## src/rtl/pc_pkg.sv

```systemverilog
// Shared op-code encoding and error-vector bit positions for the program-counter unit.
// Codes 6 and 7 are left unassigned and decode as HOLD.
package pc_pkg;

  localparam logic [2:0] OP_HOLD   = 3'd0;
  localparam logic [2:0] OP_INC    = 3'd1;
  localparam logic [2:0] OP_LOAD   = 3'd2;
  localparam logic [2:0] OP_BRANCH = 3'd3;
  localparam logic [2:0] OP_CALL   = 3'd4;
  localparam logic [2:0] OP_RET    = 3'd5;

  localparam int ERR_OVF_BIT = 0;
  localparam int ERR_UNF_BIT = 1;

endpackage

```

## src/rtl/pc_stack.sv

```systemverilog
// Return-address LIFO: registered storage and depth, combinational read of the top entry.
// Push takes effect on the next edge; push when full and pop when empty are ignored.
module pc_stack #(
  parameter int DEPTH = 8,
  parameter int W     = 16,
  parameter int SP_W  = $clog2(DEPTH + 1)
) (
  input  logic            clk,
  input  logic            rst_n,
  input  logic            push,
  input  logic            pop,
  input  logic [W-1:0]    push_dat,
  output logic [W-1:0]    top_dat,
  output logic [SP_W-1:0] sp,
  output logic            full,
  output logic            empty
);

  localparam int IDX_W = (DEPTH > 1) ? $clog2(DEPTH) : 1;

  logic [W-1:0]    mem_q [DEPTH];
  logic [SP_W-1:0] sp_q, sp_d;
  logic [IDX_W-1:0] top_idx, wr_idx;
  logic            do_push, do_pop;

  assign full    = (sp_q == SP_W'(DEPTH));
  assign empty   = (sp_q == '0);
  assign sp      = sp_q;
  assign do_push = push && !full;
  assign do_pop  = pop && !empty;
  assign wr_idx  = IDX_W'(sp_q);
  assign top_idx = IDX_W'(sp_q - 1'b1);
  assign top_dat = mem_q[top_idx];

  always_comb begin
    sp_d = sp_q;
    if (do_push)     sp_d = sp_q + 1'b1;
    else if (do_pop) sp_d = sp_q - 1'b1;
  end

  always_ff @(posedge clk or negedge rst_n) begin
    if (!rst_n) sp_q <= '0;
    else        sp_q <= sp_d;
  end

  // Contents are don't-care beyond sp, so storage carries no reset.
  always_ff @(posedge clk) begin
    if (do_push) mem_q[wr_idx] <= push_dat;
  end

endmodule

```

## src/rtl/pc_unit.sv

```systemverilog
// Program counter with relative branch, call/return over an internal stack and sticky stack errors.
// Results visible one edge after op is sampled; stall freezes everything except err_clr.
module pc_unit
  import pc_pkg::*;
#(
  parameter int                ADDR_W      = 16,
  parameter int                OFF_W       = 8,
  parameter int                STACK_DEPTH = 8,
  parameter logic [ADDR_W-1:0] RESET_VEC   = '0,
  localparam int               SP_W        = $clog2(STACK_DEPTH + 1)
) (
  input  logic              clk,
  input  logic              rst_n,
  input  logic              stall,
  input  logic [2:0]        op,
  input  logic [ADDR_W-1:0] target,
  input  logic [OFF_W-1:0]  offset,
  input  logic              err_clr,
  output logic [ADDR_W-1:0] pc,
  output logic [SP_W-1:0]   sp,
  output logic              stack_full,
  output logic              stack_empty,
  output logic              ovf_err,
  output logic              unf_err
);

  logic [ADDR_W-1:0] pc_q, pc_d;
  logic              ovf_q, ovf_d, unf_q, unf_d;
  logic [ADDR_W-1:0] pc_inc, pc_br, top_dat;
  logic              push, pop, full, empty;

  assign pc_inc = pc_q + 1'b1;
  assign pc_br  = pc_q + ADDR_W'($signed(offset));

  pc_stack #(
    .DEPTH (STACK_DEPTH),
    .W     (ADDR_W),
    .SP_W  (SP_W)
  ) u_stack (
    .clk      (clk),
    .rst_n    (rst_n),
    .push     (push),
    .pop      (pop),
    .push_dat (pc_inc),
    .top_dat  (top_dat),
    .sp       (sp),
    .full     (full),
    .empty    (empty)
  );

  always_comb begin
    pc_d  = pc_q;
    push  = 1'b0;
    pop   = 1'b0;
    ovf_d = err_clr ? 1'b0 : ovf_q;
    unf_d = err_clr ? 1'b0 : unf_q;
    if (!stall) begin
      case (op)
        OP_INC:    pc_d = pc_inc;
        OP_LOAD:   pc_d = target;
        OP_BRANCH: pc_d = pc_br;
        OP_CALL: begin
          if (full) begin
            ovf_d = 1'b1;
          end else begin
            push = 1'b1;
            pc_d = target;
          end
        end
        OP_RET: begin
          if (empty) begin
            unf_d = 1'b1;
          end else begin
            pop  = 1'b1;
            pc_d = top_dat;
          end
        end
        default: pc_d = pc_q;
      endcase
    end
  end

  always_ff @(posedge clk or negedge rst_n) begin
    if (!rst_n) begin
      pc_q  <= RESET_VEC;
      ovf_q <= 1'b0;
      unf_q <= 1'b0;
    end else begin
      pc_q  <= pc_d;
      ovf_q <= ovf_d;
      unf_q <= unf_d;
    end
  end

  assign pc          = pc_q;
  assign stack_full  = full;
  assign stack_empty = empty;
  assign ovf_err     = ovf_q;
  assign unf_err     = unf_q;

endmodule

```

## config.mk

```make
export PLATFORM = sky130hd
export DESIGN_NAME = pc_unit
export DESIGN_NICKNAME = d
export VERILOG_FILES = /design/src/rtl/pc_pkg.sv /design/src/rtl/pc_stack.sv /design/src/rtl/pc_unit.sv
export SDC_FILE = /design/constraint.sdc
export NUM_CORES = 1
export LEC_CHECK = 0
export ABC_CLOCK_PERIOD_IN_PS = 11150
export BUFFER_PORTS_ARGS = -buffer_cell sky130_fd_sc_hd__buf_2
export CAP_MARGIN = 20
export CORE_ASPECT_RATIO = 0.5
export CORE_MARGIN = 3
export CORE_UTILIZATION = 30
export CTS_CLUSTER_SIZE = 25
export DETAILED_ROUTE_END_ITERATION = 6
export HOLD_SLACK_MARGIN = 0.05
export PLACE_DENSITY = 0.45
export SETUP_SLACK_MARGIN = 0.05
export SLEW_MARGIN = 5
export SYNTH_ARGS = -nofsm -noshare
export SYNTH_HDL_FRONTEND = slang
export SYNTH_SLANG_ARGS = --single-unit
```

## constraint.sdc

```tcl
create_clock -name clk -period 11.15 [get_ports clk]
set_input_delay 2.23 -clock clk [delete_from_list [all_inputs] [get_ports clk]]
set_output_delay 2.23 -clock clk [all_outputs]
set_load 0.02 [all_outputs]
```

After elaboration in Yosys (flattened, before gate mapping)

Memories as Yosys holds them, arrays and structs flattened.
Cells that the tools add are included.

Add/sub/neg operators: 4
Multiply operators: 0
Div/mod/pow operators: 0
Order comparisons: 0
Equality and inequality tests: 8
Shift-type cells: 0
Multiplexer cells: 21
Bitwise gates (word level): 1
Reduce and logical (&&, ||, !) cells: 8

Operators by type and width:

| kind                                                                  | number |
|---|---|
| 16-bit one-hot mux with 5 select lines                                | 1 |
| 16-bit 2-to-1 mux                                                     | 2 |
| 16-bit by 1-bit adder with 16-bit output, second input constant       | 1 |
| 16-bit adder                                                          | 1 |
| 1-bit 2-to-1 mux                                                      | 16 |
| 4-bit 2-to-1 mux                                                      | 2 |
| 3-bit by 2-bit equality test with 1-bit output, second input constant | 2 |
| 3-bit equality test, second input constant                            | 2 |
| 5-bit nonzero test                                                    | 1 |
| 4-bit by 1-bit adder with 4-bit output, second input constant         | 1 |
| 4-bit equality test, second input constant                            | 1 |
| 4-bit zero test                                                       | 1 |
| 2-bit inequality test, second input constant                          | 2 |
| 4-bit AND reduction                                                   | 1 |
| 4-bit by 1-bit subtractor with 4-bit output, second input constant    | 1 |
| 3-bit by 1-bit equality test with 1-bit output, second input constant | 1 |
| 1-bit logical AND                                                     | 2 |
| 1-bit zero test                                                       | 2 |
| 2-bit nonzero test                                                    | 1 |
| 1-bit NOT                                                             | 1 |

Bits in registers: 22
Bits in latches: 0
Bits in writable memories: 128
Bits in read-only memories: 0
Input port bits: 31
Output and inout port bits: 24
Logic and storage cells: 47
Memories kept: 1

Memories:

| memory        | depth | bits a word | read ports | clocked after Yosys merged registers in | wr ports | line           | RTL |
|---|---|---|---|---|---|---|---|
| u_stack.mem_q | 8     | 16          | 1          | 0                                       | 1        | pc_stack.sv:21 | `logic [W-1:0] mem_q [DEPTH];` |

Depth between registers and ports, before layout

Depth after elaboration: 7
Gate-level depth with buffers: 13
Depth with buffers taken out: 8

By module

Synthesis repeated with hierarchy kept, for this count alone.

Cell total of the unflattened synthesis: 536
Area total of the unflattened synthesis: 7679.9 um^2

By module, submodules not included:

| module   | times used | cells an instance | area each (um^2) | sequential area each (um^2) |
|---|---|---|---|---|
| pc_stack | 1          | 239               | 5297.6           | 3943.8 |
| pc_unit  | 1          | 297               | 2382.3           | 450.4 |

Worst setup path before layout

Ideal clock, no wire load.

Path kind: in2reg
Start point: in stall
End point: mem u_stack.mem_q[0][0] (enable)
Library setup time: 0.430 ns
Arrival time: 4.521 ns
Required time: 10.720 ns
Slack: 6.199 ns
Stages: 5
Path buffers: 2
Path through: clkbuf_1 -> nor4b_2 -> nand2b_1 -> buf_2 -> nor4_1

Cells in the longest elaborated chain, start to end: 4

RTL lines:

| element                                | line           | RTL |
|---|---|---|
| start, declared                        | pc_unit.sv:14  | `input logic stall,` |
| 1-bit 2-to-1 mux                       | pc_unit.sv:57  | `if (!stall) begin` |
| 1-bit logical AND                      | pc_stack.sv:29 | `assign do_push = push && !full;` |
| 1-bit 2-to-1 mux                       | pc_stack.sv:48 | `if (do_push) mem_q[wr_idx] <= push_dat;` |
| 1-bit 2-to-1 mux (implied by the code) | pc_stack.sv:48 |  |
| end, declared                          | pc_stack.sv:21 |  |

Every way passes these cells.

Final worst setup path

Start point: reg u_stack.sp_q[0], in the netlist u_stack.sp[0]
End point: out stack_empty

Cells in the longest elaborated chain, start to end: 1

RTL lines:

| element                | line           | RTL |
|---|---|---|
| start, declared        | pc_stack.sv:22 | `logic [SP_W-1:0] sp_q, sp_d;` |
| start signal, assigned | pc_stack.sv:43 | `else sp_q <= sp_d;` |
| 4-bit zero test        | pc_stack.sv:27 | `assign empty = (sp_q == '0);` |
| end, declared          | pc_unit.sv:22  | `output logic stack_empty,` |

Every way passes these cells.

==> flow_summary.yaml <==
synth:
  synth_top_area_cell: "edfxtp_1"
  synth_compound_area_frac: 0.114
  synthMuxAreaShare: 0.101
  synth_fa_ha_area_frac: 0.0329
  synth_cells: 561
  synthXorXnorAreaFrac: 0.0305
  synth-simple-area-share: 0.108
  synth_ff_type: "edfxtp_1"
  synth_most_common_cell: "edfxtp_1"
  synth_top_family_by_area: "compound AO/OA/AOI/OAI gates"
  syn_area_um2: 7460
  synth_area_leaders: "edfxtp_1, mux4_2, dfrtp_1"
  synth-seq-cells: 150
  synth.top_cells.by_count: "edfxtp_1, nand2_1, nor2_1"
  synth-edff-count: 128
  syn-num-nets: 611
  synth-seq-area-share: 0.589
  syn_avg_cell_area_um2: 13.3
  synthArstFlopShare: 0.147
  yosysUniqueCellTypes: 66
  ys_warn_count: 0
  yosysTopAreaCellShare: 0.515
power_and_ir_drop:
  power.static_leakage_nw: 3.06
  vdd_drop_max_uv: 126
  total_power_mw: 2.41
  power_density_nw_per_um2: 273
final_layout:
  drive_gt1_frac: 0.241
  nets: 668
  fillCellCount: 2383
  insertedDiodeCount: 0
  synthToLayoutAreaGrowth_pct: 18.0
timing:
  min_period_over_period: 0.400
  rsz0062_at_grt: "no"
  finalHoldViolations: 0
  tightest_slew_ps: 1030
  drv_slew: 0
  slew_headroom: 0.307
  max_freq_ghz: 0.224
  setup_viol: 0
  post-route-min-period_ps: 4460
  final.setup_skew_ps: 8.71
  whs_ps: 520
  tns_ps: 0
cts:
  clkSlewWorstSetupHoldPaths_ps: 60
  cts_tree: "done"
  cts_root_buffer: "clkbuf_16"
  post-cts-setup-buffers: 0
  clk_path_buf_depth: 2
  cts-buffers-inserted: 17
  clk_latency_ps: 420
  cts_resized: 0
  clock-sinks: 150
  cts_htree_levels: 4
  cts_hold_buf: 0
worst_hold_path:
  holdPathStages: 2
  hp-class: "flip-flop to flip-flop"
setup_path:
  criticalPathCategory: "flip-flop to primary output"
  critPathMaxStageDelay_ps: 620
  start_kind: "flip-flop"
  worstPathArrival_ps: 2230
  cpMaxStageDelayCell: "buf_4"
  cp.required_ps: 8920
  rr_worst_depth: 9
  end_kind: "primary output"
  crit_fanout: 43
  worstPathCellList: "buf_4 -> inv_1 -> ha_1 -> nor3b_2 -> buf_2"
detailed_routing:
  drc: 0
  drt_iter0_drc: 395
  avgRoutedWirePerCell_um: 20.9
  drt-total-wl_um: 20200
  detail-route-antenna-nets: 0
  dr.pass1.iters: 5
  vias: 4960
  avgViaCountPerCell: 5.13
job:
  drv_cap: 0
grt:
  grt_first_pass_wirelength_um: 31000
  grtUsageTotal: 0.153
  antenna_found_initial: 0
  grt_pass1_vias: 4864
  overflow: 0
  grt_max_degree: 44
floorplan:
  initial_utilization: 0.308
  chipWidth_um: 229
  die-area_um2: 26900
  coreArea_um2: 24200
  die_y_um: 118
  pin_count: 55
  num_rows: 40
placement:
  place.port_buffers: 54
  dp_hpwl_um: 14000
  gp_congestion: 0.797
outcome:
  status: "completed"
## metrics by stage
| step | cell area, um^2 | std cells | setup WS, ps | util |
|---|---|---|---|---|
| 6_report | 8800 | 967 | 6690 | 0.363 |
| 5_1_grt | 8800 | 967 | 6480 | 0.363 |
| 4_1_cts | 8800 | 967 | 6630 | 0.363 |
| 3_5_place_dp | 8140 | 935 | 6650 | 0.336 |
| 3_3_place_gp | 8130 | 934 | 6660 | 0.336 |
| 2_1_floorplan | 7460 | 561 | 6200 | - |
## cell type report
type                    count  area (um^2)  share of cell area
well taps                 336          420              0.0478
flip-flops and latches    150         4400               0.499
multi-input cells         372         2920               0.331
clock buffers              17          425              0.0483
clock inverters            15          231              0.0263
inverters                  10         37.5             0.00426
repair buffers             67          375              0.0426
## logic make-up after synthesis
family | after synthesis
flops | 150
simple gates | 166
compound gates | 126
xor+xnor | 26
fa+ha+maj | 19
mux | 35
buf+inv | 39
## layer usage
metal,track usage,share of wire
met1,0.233,0.50
met2,0.227,0.45
met3,0.0307,0.046
met4,0.0270,0.0036
met5,0,0
## power breakdown
group	leakage [nW]	switching (mW)	total [mW]	internal, mW
Sequential	1.41	0.0761	0.811	0.734
Combinational	1.32	0.604	0.961	0.356
Clock	0.322	0.249	0.635	0.386
Total	3.06	0.929	2.41	1.48
## registers in the layout, summed over array words and instances, names as in the netlist
| register | count |
|---|---|
| ovf_err | 1 |
| u_stack.mem_q | 128 |
| unf_err | 1 |
| u_stack.sp | 4 |
| pc | 16 |
## cell usage in the layout, fill, tap and decap left out, drive strengths merged, types with 9 or more instances in the layout
cell type / netlist / final
a21oi: 32 / 32
buf: 14 / 67
clkbuf: 15 / 17
dfrtp: 22 / 22
edfxtp: 128 / 128
ha: 18 / 18
inv: 10 / 18
mux4: 32 / 32
nand2: 68 / 68
nand3: 9 / 9
nor2: 33 / 33
nor3: 11 / 11
o21ai: 33 / 33
xnor2: 20 / 20
## critical path, delay by kind of cell (launching register included)
family,cells,cell delay (ps)
adder cells (fa/ha/maj),1,320
AND/OR/NAND/NOR,1,220
flip-flops,1,340
buffers and inverters,3,920
## worst paths after layout
path	start	slack (ps)	endpoint
worst min register to register	ovf_err	520	ovf_err
max in group asynchronous	rst_n	8930	u_stack.sp[0]
min in group asynchronous	rst_n	1800	pc[15]
worst min-delay path	ovf_err	520	ovf_err
worst max register to register	u_stack.sp[0]	7360	pc[13]
worst max-delay path	u_stack.sp[0]	6690	stack_empty
No activity file was read; power rests on OpenSTA's default activity.
